### config.mk
export PLATFORM = sky130hd
export DESIGN_NAME = tmr_vote_monitor
export DESIGN_NICKNAME = d
export VERILOG_FILES = /design/src/rtl/tmr_pkg.sv /design/src/rtl/tmr_channel_watch.sv /design/src/rtl/tmr_vote_monitor.sv
export SDC_FILE = /design/constraint.sdc
export NUM_CORES = 1
export LEC_CHECK = 0
export BUFFER_PORTS_ARGS = -buffer_cell sky130_fd_sc_hd__buf_2
export CAP_MARGIN = 20
export CORE_MARGIN = 3
export CORE_UTILIZATION = 40
export DETAILED_ROUTE_END_ITERATION = 10
export GPL_ROUTABILITY_DRIVEN = 1
export PLACE_DENSITY = 0.58
export SLEW_MARGIN = 40
export SYNTH_ARGS = -nofsm -noshare
export SYNTH_HDL_FRONTEND = slang
export SYNTH_SLANG_ARGS = --single-unit
export TNS_END_PERCENT = 20
### constraint.sdc
create_clock -name clk -period 2.1 [get_ports clk]
set_input_delay 0.63 -clock clk [delete_from_list [all_inputs] [get_ports clk]]
set_output_delay 0.63 -clock clk [all_outputs]
set_load 0.005 [all_outputs]
### src/rtl/tmr_pkg.sv
// Shared definitions for the TMR vote health monitor.
// Latency: n/a (types, constants and a pure function only).
// Backpressure: n/a.
package tmr_pkg;

  localparam int NUM_CH = 3;

  typedef enum logic [1:0] {
    OK      = 2'd0,
    SUSPECT = 2'd1,
    FAULT   = 2'd2
  } chan_state_t;

  function automatic logic maj3(input logic a, input logic b, input logic c);
    return (a & b) | (a & c) | (b & c);
  endfunction

endpackage

### src/rtl/tmr_channel_watch.sv
// One channel's OK/SUSPECT/FAULT tracker with a consecutive-mismatch streak.
// Latency: a valid sample at cycle N is reflected on fault at N+1.
// Backpressure: none; samples are taken whenever valid is high.
//
// Ports:
//   clk, reset      rising-edge clock, synchronous active-high reset
//   clear           returns the channel to OK with a zero streak (wins over valid)
//   valid, mis      sample strobe and this channel's disagreement with the vote
//   fault           registered: channel is in FAULT
//   fault_nxt       next-cycle value of fault, so the parent can register
//                   aggregate flags without an extra cycle of lag
module tmr_channel_watch
  import tmr_pkg::*;
#(
  parameter int MISMATCH_LIMIT = 4
) (
  input  logic clk,
  input  logic reset,
  input  logic clear,
  input  logic valid,
  input  logic mis,
  output logic fault,
  output logic fault_nxt
);

  localparam int SW = $clog2(MISMATCH_LIMIT + 1);
  localparam logic [SW-1:0] LIMIT = SW'(MISMATCH_LIMIT);

  chan_state_t   state, state_nxt;
  logic [SW-1:0] streak, streak_nxt;

  always_comb begin
    state_nxt  = state;
    streak_nxt = streak;
    if (clear) begin
      state_nxt  = OK;
      streak_nxt = '0;
    end else if (valid) begin
      case (state)
        OK: begin
          if (mis) begin
            streak_nxt = SW'(1);
            state_nxt  = (MISMATCH_LIMIT == 1) ? FAULT : SUSPECT;
          end
        end
        SUSPECT: begin
          if (mis) begin
            streak_nxt = streak + SW'(1);
            if (streak_nxt == LIMIT) state_nxt = FAULT;
          end else begin
            streak_nxt = '0;
            state_nxt  = OK;
          end
        end
        FAULT: begin
          // Absorbing: only clear or reset leaves this state.
          streak_nxt = LIMIT;
        end
        default: begin
          state_nxt  = OK;
          streak_nxt = '0;
        end
      endcase
    end
  end

  assign fault_nxt = (state_nxt == FAULT);

  always_ff @(posedge clk) begin
    if (reset) begin
      state  <= OK;
      streak <= '0;
      fault  <= 1'b0;
    end else begin
      state  <= state_nxt;
      streak <= streak_nxt;
      fault  <= fault_nxt;
    end
  end

endmodule

### src/rtl/tmr_vote_monitor.sv
// Health monitor downstream of a 3:1 majority voter: per-channel sticky faults and voter cross-check.
// Latency: a valid sample or clear at cycle N is reflected on all outputs at N+1.
// Backpressure: none; samples are taken whenever valid is high, clear wins over valid.
//
// Ports:
//   clk, reset          rising-edge clock, synchronous active-high reset
//   x0, x1, x2, y_vote  raw channel bits and the voter output under check
//   valid, clear        sample strobe; clear drops flags, streaks and counter
//   fault[2:0]          sticky per-channel fault (bit i <-> xi)
//   any_fault           OR of fault bits
//   double_fault        two or more channels faulty
//   vote_err            sticky: y_vote disagreed with the recomputed majority
//   err_count           saturating count of samples with any mismatch; only
//                       live when TMR_VOTE_MONITOR_ERRCNT_EN is defined,
//                       otherwise tied to zero
module tmr_vote_monitor
  import tmr_pkg::*;
#(
  parameter int MISMATCH_LIMIT = 4,
  parameter int CNT_W          = 8
) (
  input  logic              clk,
  input  logic              reset,
  input  logic              x0,
  input  logic              x1,
  input  logic              x2,
  input  logic              y_vote,
  input  logic              valid,
  input  logic              clear,
  output logic [NUM_CH-1:0] fault,
  output logic              any_fault,
  output logic              double_fault,
  output logic              vote_err,
  output logic [CNT_W-1:0]  err_count
);

  logic              maj;
  logic              vote_bad;
  logic [NUM_CH-1:0] x_vec;
  logic [NUM_CH-1:0] mis;
  logic [NUM_CH-1:0] fault_nxt;

  assign maj      = maj3(x0, x1, x2);
  assign vote_bad = (y_vote != maj);
  assign x_vec    = {x2, x1, x0};
  // Streaks compare against the voter's actual output, not our own majority.
  assign mis      = x_vec ^ {NUM_CH{y_vote}};

  for (genvar i = 0; i < NUM_CH; i++) begin : g_ch
    tmr_channel_watch #(
      .MISMATCH_LIMIT(MISMATCH_LIMIT)
    ) u_ch (
      .clk      (clk),
      .reset    (reset),
      .clear    (clear),
      .valid    (valid),
      .mis      (mis[i]),
      .fault    (fault[i]),
      .fault_nxt(fault_nxt[i])
    );
  end

  // Aggregates are built from next-state faults so they land in the same
  // cycle as fault itself.
  always_ff @(posedge clk) begin
    if (reset) begin
      any_fault    <= 1'b0;
      double_fault <= 1'b0;
      vote_err     <= 1'b0;
    end else begin
      any_fault    <= |fault_nxt;
      double_fault <= (fault_nxt[0] & fault_nxt[1]) |
                      (fault_nxt[0] & fault_nxt[2]) |
                      (fault_nxt[1] & fault_nxt[2]);
      if (clear)
        vote_err <= 1'b0;
      else if (valid && vote_bad)
        vote_err <= 1'b1;
    end
  end

`ifdef TMR_VOTE_MONITOR_ERRCNT_EN
  logic sample_err;
  assign sample_err = valid && ((|mis) || vote_bad);

  always_ff @(posedge clk) begin
    if (reset || clear)
      err_count <= '0;
    else if (sample_err && (err_count != {CNT_W{1'b1}}))
      err_count <= err_count + CNT_W'(1);
  end
`else
  assign err_count = '0;
`endif

endmodule

==> results of run 1 <==
-- through the flow --
| stage | cell area [µm²] | instances | worst slack [ps] |
|---|---|---|---|
| 5_1_grt | 1270 | 180 | 502 |
| 6_report | 1270 | 180 | 597 |
| 4_1_cts | 1270 | 180 | 583 |
| 2_1_floorplan | 1230 | 147 | 464 |
| 3_5_place_dp | 1240 | 176 | 283 |
| 3_3_place_gp | 1240 | 176 | 312 |
-- cell usage in the layout, fill, tap and decap left out, types with 4 or more instances in the layout --
| cell | Yosys | final |
|---|---|---|
| a21oi_1 | 12 | 12 |
| a32oi_1 | 4 | 4 |
| buf_2 | 0 | 13 |
| conb_1 | 1 | 8 |
| dfxtp_1 | 21 | 21 |
| ha_1 | 6 | 6 |
| nand2_1 | 9 | 9 |
| nor2_1 | 17 | 17 |
| o21ai_0 | 9 | 9 |
| xor2_1 | 4 | 4 |
-- registers in the layout, indices dropped and copies added (netlist names) --
register,flops
g_ch.u_ch.fault,3
vote_err,1
double_fault,1
g_ch.u_ch.streak,9
g_ch.u_ch.state,6
any_fault,1
-- critical path, stage by stage --
cell and delay, ps:
buf_2 150, xnor2_1 290, nor2_1 160, a32oi_1 350
a21oi_1 110
-- area by class of cell --
class | instances | area share [%]
Multi-Input combinational cell | 106 | 54.4
Sequential cell | 21 | 33.2
Timing Repair Buffer | 15 | 6.32
Tap cell | 31 | 3.06
Clock buffer | 3 | 1.78
Inverter | 3 | 0.888
Clock inverter | 1 | 0.395
-- cell families (layout without fill, tap and decap cells) --
family | count (synthesis) | in the layout
AOI/OAI and AO/OA | 35 | 35
DFF | 21 | 21
and+or+nand+nor | 47 | 47
adders and majority gates | 7 | 7
buffers and inverters | 20 | 22
xor gates and xnor gates | 8 | 8
muxes | 1 | 1
other | 1 | 8
-- metal layers --
| metal | routed length, µm | global-route usage, % |
|---|---|---|
| met1 | 1020 | 16.9 |
| met2 | 1030 | 20.8 |
| met3 | 150 | 4.47 |
| met4 | 9 | 4.02 |
| met5 | 0 | 0 |
-- power breakdown --
part / internal, mW / switching [mW] / total, mW
Clock: 0.0709 / 0.124 / 0.195
Combinational: 0.0332 / 0.0579 / 0.0911
Sequential: 0.406 / 0.00834 / 0.414
-- how the worst max path moves through the flow --
stage,to,slack [ps],from,depth (start not counted)
final,any_fault,600,y_vote,5
after CTS,double_fault,580,g_ch[0].u_ch.streak[0],5
after global placement,any_fault,310,y_vote,5
after floorplan,any_fault,460,y_vote,5
after global routing,any_fault,500,y_vote,5
after detailed placement,any_fault,280,y_vote,5
==> metrics, run 1 <==
outcome=finished clean; Worst Hold End=vote_err; Yosys cell types=43; final setup TNS=0 ps; Hold Path Stages=2; Tmin final=between 1500 and 2000 ps; final layout net count=~160; Yosys top cell area share=34.8%; CTS H-Tree Depth=1; launch point of the worst reg-to-reg path=g_ch[0].u_ch.streak[0]; Required @ worst endpoint=2290 ps; TritonRoute pass-1 iters=4; Worst Reg-to-Reg Cells=5; Synth Area in Adders=7.04%; fill cell count=slightly below 300; n_diodes=0; largest net degree at the start of global routing=17; Ports=22; Layout Skew=1.30 ps; vias in the first global route=861; die height=a little over 60 µm; crit path max fanout=5; Syn Inst Count=140; post-synth top area cell=dfxtp_1; Initial Util=a little over two fifths; routed len/inst=around 12 µm; HP Class=register to register; LEAKAGE=between 0.5 and 0.6 nW; initial drt markers=69; sequential-to-total area share from yosys stat=between 30% and 40%; critical path launch point type=input port; All-Layer GR Usage=13.1%; top post-synthesis cells by area=dfxtp_1 (35%), buf_4 (6.8%), ha_1 (6.2%), nor2_1 (5.3%), a21oi_1 (5.0%); DIE AREA=3720 µm²; row count=19; Post-synth top cells=dfxtp_1 (21), nor2_1 (17), a21oi_1 (12); total grt overflow=0; Min-Delay Startpoint=vote_err; final setup violation count=0; area occupied by multi-input gates=approximately 690 µm²; synthesis-stage register bit count=21; DRC Markers=0; Final HPWL DP=1.67 mm; max cap viols=0; CP Class=input port to register; Placer Congestion=0.805; Total Power=700 µW; layout cell share with drive strength beyond 1=18.1%; number of synthesized flops with an enable pin=0; die width=61.0 µm; Via density=5.38; top-count cell post-synth=dfxtp_1; post-CTS setup buffers=0; Crit path arrival time=1690 ps; Clk Latency, worst-skew pair=300 ps; deepest clock path buffer count=2; Mean Syn Cell Area=8.63 µm²; Final Hold Viols=0; final core occ=44.8%; first-pass GRT wire length=3.68 mm; Std-Cell Core Area=2830 µm²; Area Overhead vs Synth=4.87%; Mapped Area=1210 µm²; Root Driver=clkbuf_4; XOR/XNOR Fraction of Synth Area=6.42%; WHS=494 ps; port bufs=13; CTS tree=yes; ys flop type=dfxtp_1; largest family of logic cells by synthesized area=compound AO/OA/AOI/OAI gates; synth warn=0; fraction of the cycle the final worst path needs=between 70% and 80%; asr flop ratio synth=0%; reg-to-reg slack, setup=600 ps; Post-Synth Simple-Gate Area=19.6%; multiplexer share of the synthesized area=less than 1%; unrepaired setup endpoints after global routing=false; CTS sink cnt=21; clock transition at the registers of the reported paths=120 ps; Compound-Gate Fraction of Synth Area=20.7%; post-cts resize count=0; peak supply drop=roughly 430 µV; via count=968; CTS Hold Buffers Added=0; FMAX=about 670 MHz; final-report max-slew violation count=0; Num CTS Buffers=3; routed wire length=2.20 mm; CP endpoint kind=register; power per standard cell area=552 nW/µm²; FF+latch area=420 µm²; remaining antenna violation count=0; initial antenna violation count=0; worst r2r dst=double_fault
Note: power is estimated with default switching activity, not from simulation.
==> inputs of run 2 (changes only) <==
--- a/config.mk
+++ b/config.mk
@@ -5,13 +5,14 @@
 export SDC_FILE = /design/constraint.sdc
 export NUM_CORES = 1
 export LEC_CHECK = 0
+export ABC_AREA = 1
 export BUFFER_PORTS_ARGS = -buffer_cell sky130_fd_sc_hd__buf_2
 export CAP_MARGIN = 20
 export CORE_MARGIN = 3
 export CORE_UTILIZATION = 40
 export DETAILED_ROUTE_END_ITERATION = 10
 export GPL_ROUTABILITY_DRIVEN = 1
-export PLACE_DENSITY = 0.58
+export PLACE_DENSITY = 0.57
 export SLEW_MARGIN = 40
 export SYNTH_ARGS = -nofsm -noshare
 export SYNTH_HDL_FRONTEND = slang
==> constraint.sdc (replaced) <==
create_clock -name clk -period 1.4 [get_ports clk]
set_input_delay 0.42 -clock clk [delete_from_list [all_inputs] [get_ports clk]]
set_output_delay 0.42 -clock clk [all_outputs]
set_load 0.005 [all_outputs]
==> metrics, run 2 <==
outcome=finished, violations left; violated checks=negative setup slack; Post-synth top cells=nand2_1 (32), inv_1 (31), dfxtp_1 (21); biggest registers after layout=g_ch.u_ch.streak (9), g_ch.u_ch.state (6), g_ch.u_ch.fault (3); row count=19 (unchanged); Crit path largest cell delay=390 ps (+40 ps); commonest non-fill, non-tap cell in the layout=inv_1; Psw=368 µW (+94%); initial antenna violation count=0 (unchanged); die width=62.7 µm (+2.9%); first-pass GRT wire length=4.75 mm (+29%); HP Class=input port to register; largest net degree at the start of global routing=14 (-3); CP Class=register to register; Worst Path Buf+Inv=3 (+2); n_diodes=0 (unchanged); number of synthesized flops with an enable pin=0 (unchanged); Num CTS Buffers=3 (unchanged); grt met1 use=19.7% (+2.7 points); total grt overflow=0 (unchanged); die height=62.7 µm (+2.9%); top post-synthesis cells by area=dfxtp_1 (33%), nand2_1 (9.3%), inv_1 (9.0%), buf_4 (6.4%), ha_1 (5.8%); critical path launch point type=register; LEAKAGE=0.823 nW (+45%); CTS Hold Buffers Added=0 (unchanged); top-count cell post-synth=nand2_1; FMAX=701 MHz; Placed Instances=247 (+40%); Layout Skew=1.79 ps (+0.499 ps); Flop pwr share=53.6% (-5.5 points); CP dominant cell by count=nand2_1; DRC Markers=0 (unchanged); Std-Cell Core Area=2900 µm² (+2.5%); worst path cell trace=ha_4, nand2_4, buf_6, nand4_1, nand2_1, a21oi_2, inv_1, nand2_2, nand2_1, nand2_1, inv_1; DIE AREA=3940 µm² (+5.9%); layout cell share with drive strength beyond 1=33.8% (+16 points); remaining antenna violation count=0 (unchanged); peak supply drop=602 µV (+40%); Mean Syn Cell Area=7.00 µm² (-19%); synth warn=0 (unchanged); Final HPWL DP=2.03 mm (+21%); CTS tree=yes; switching share of total power=30.6% (+3.4 points); power per standard cell area=748 nW/µm² (+35%); Slowest cell on crit path=dfxtp_4; crit path max fanout=3 (-2); initial drt markers=39 (-43%); CP endpoint kind=register; deepest clock path buffer count=2 (unchanged); routed wire length=2.70 mm (+23%); Internal=835 µW (+64%); Largest register FFs=9 (unchanged); Syn Inst Count=184 (+31%); Top reg by flops=g_ch.u_ch.streak; Ports=22 (unchanged); TritonRoute pass-1 iters=4 (unchanged); via count=1173 (+21%); Mapped Area=1290 µm² (+6.5%); Yosys cell types=24 (-44%); clock transition at the registers of the reported paths=130 ps (about the same); sequential-to-total area share from yosys stat=32.7% (-2.1 points); CTS H-Tree Depth=1 (unchanged); Root Driver=clkbuf_4; final layout net count=228 (+39%); CP top delay family=simple AND/OR/NAND/NOR gates; Final WS setup=-26.5 ps (-624 ps); vias in the first global route=1121 (+30%); Total Power=1.20 mW (+72%); Clk Latency, worst-skew pair=310 ps (about the same); met3 Resource Use GR=3.96% (-0.51 points); Yosys top cell area share=32.7% (-2.1 points); ys flop type=dfxtp_1; Via density=4.60 (-14%); Tmin final=1430 ps; synthesis-stage register bit count=21 (unchanged); Area Overhead vs Synth=25.0%; Crit path arrival time=1650 ps (-40 ps); Final Hold Viols=0 (unchanged); unrepaired setup endpoints after global routing=true; fraction of the cycle the final worst path needs=102%; M2 GR Usage=22.8% (+2.0 points); clock network power share=25.6% (-2.3 points); asr flop ratio synth=0% (unchanged); Comb pwr share=20.8% (+7.8 points); routed len/inst=10.6 µm (-13%); max cap viols=0 (unchanged); final cell count without fillers=255 (+42%); All-Layer GR Usage=14.4% (+1.2 points); post-synth top area cell=dfxtp_1; port bufs=13 (unchanged); most frequent cells in the layout=inv_1 (30), nand2_1 (28), nor2_1 (17); Initial Util=44.4% (+1.7 points); grt peak-use layer=met2; final setup violation count=1 (+1); Placer Congestion=0.800 (-0.58%); CTS sink cnt=21 (unchanged); final-report max-slew violation count=0 (unchanged); Required @ worst endpoint=1630 ps (-660 ps)
## run 2: final cells by class
class,count,area [µm²]
Clock buffer,3,22.5
Clock inverter,1,7.51
Fill cell,288,1290
Inverter,33,124
Multi-Input combinational cell,125,756
Sequential cell,21,430
Tap cell,42,52.6
Timing Repair Buffer,30,216
## run 2: kinds of logic after synthesis
kind of cell / count (synthesis) / synth area share [%]
flip-flops: 21 / 32.7
AO/OA/AOI/OAI: 34 / 14.4
buffers and inverters: 45 / 16.4
XOR/XNOR: 1 / 0.680
AND/OR/NAND/NOR: 76 / 29.7
adder cells (fa/ha/maj): 6 / 5.83
other: 1 / 0.291
## run 2: final timing paths
path / from / to / slack [ps] / cells past startpoint
hold reg to reg: vote_err / vote_err / 460 / 2
hold / removal: reset / g_ch[1].u_ch.state[0] / 430 / 3
setup / recovery: g_ch[0].u_ch.streak[1] / double_fault / -30 / 11
setup reg to reg: g_ch[0].u_ch.streak[1] / double_fault / -30 / 11
## run 2: timing repair
item	CTS	global route
hold endpoints to repair	0	0
resized for setup	10	18
endpoints found under the setup margin	1	6
buffers inserted	4	0
pin swaps	5	11
## run 2: tightest hold or removal path, delay by kind of cell
family	cells	cell delay [ps]
buffers and inverters	2	240
AND/OR/NAND/NOR	1	50
## run 2: metal layers
layer	share of wire, %	wire (µm)	vias to the layer above
met1	48	1290	517
met5	0	0	-
met2	45	1220	35
met3	6.0	163	4
li1	-	-	617
met4	0.92	25	0
## run 2: power by group through the flow
stage	clock network [mW]	logic [mW]	registers, mW
2_1_floorplan	0	0.164	0.653
3_3_place_gp	0	0.229	0.655
3_5_place_dp	0	0.232	0.656
4_1_cts	0.324	0.241	0.643
5_1_grt	0.342	0.287	0.648
6_report	0.309	0.250	0.645
## run 2: stage by stage
step / hold slack [ps] / setup WS, ps / setup TNS, ps / cell area, µm² / util, %
2_1_floorplan: 445 / 110 / 0 / 1310 / -
3_3_place_gp: 438 / -79.6 / -136 / 1450 / 50.1
3_5_place_dp: 442 / -111 / -201 / 1450 / 50.1
4_1_cts: 408 / -27.9 / -27.9 / 1550 / 53.5
5_1_grt: 423 / -112 / -224 / 1610 / 55.5
6_report: 431 / -26.5 / -26.5 / 1610 / 55.5
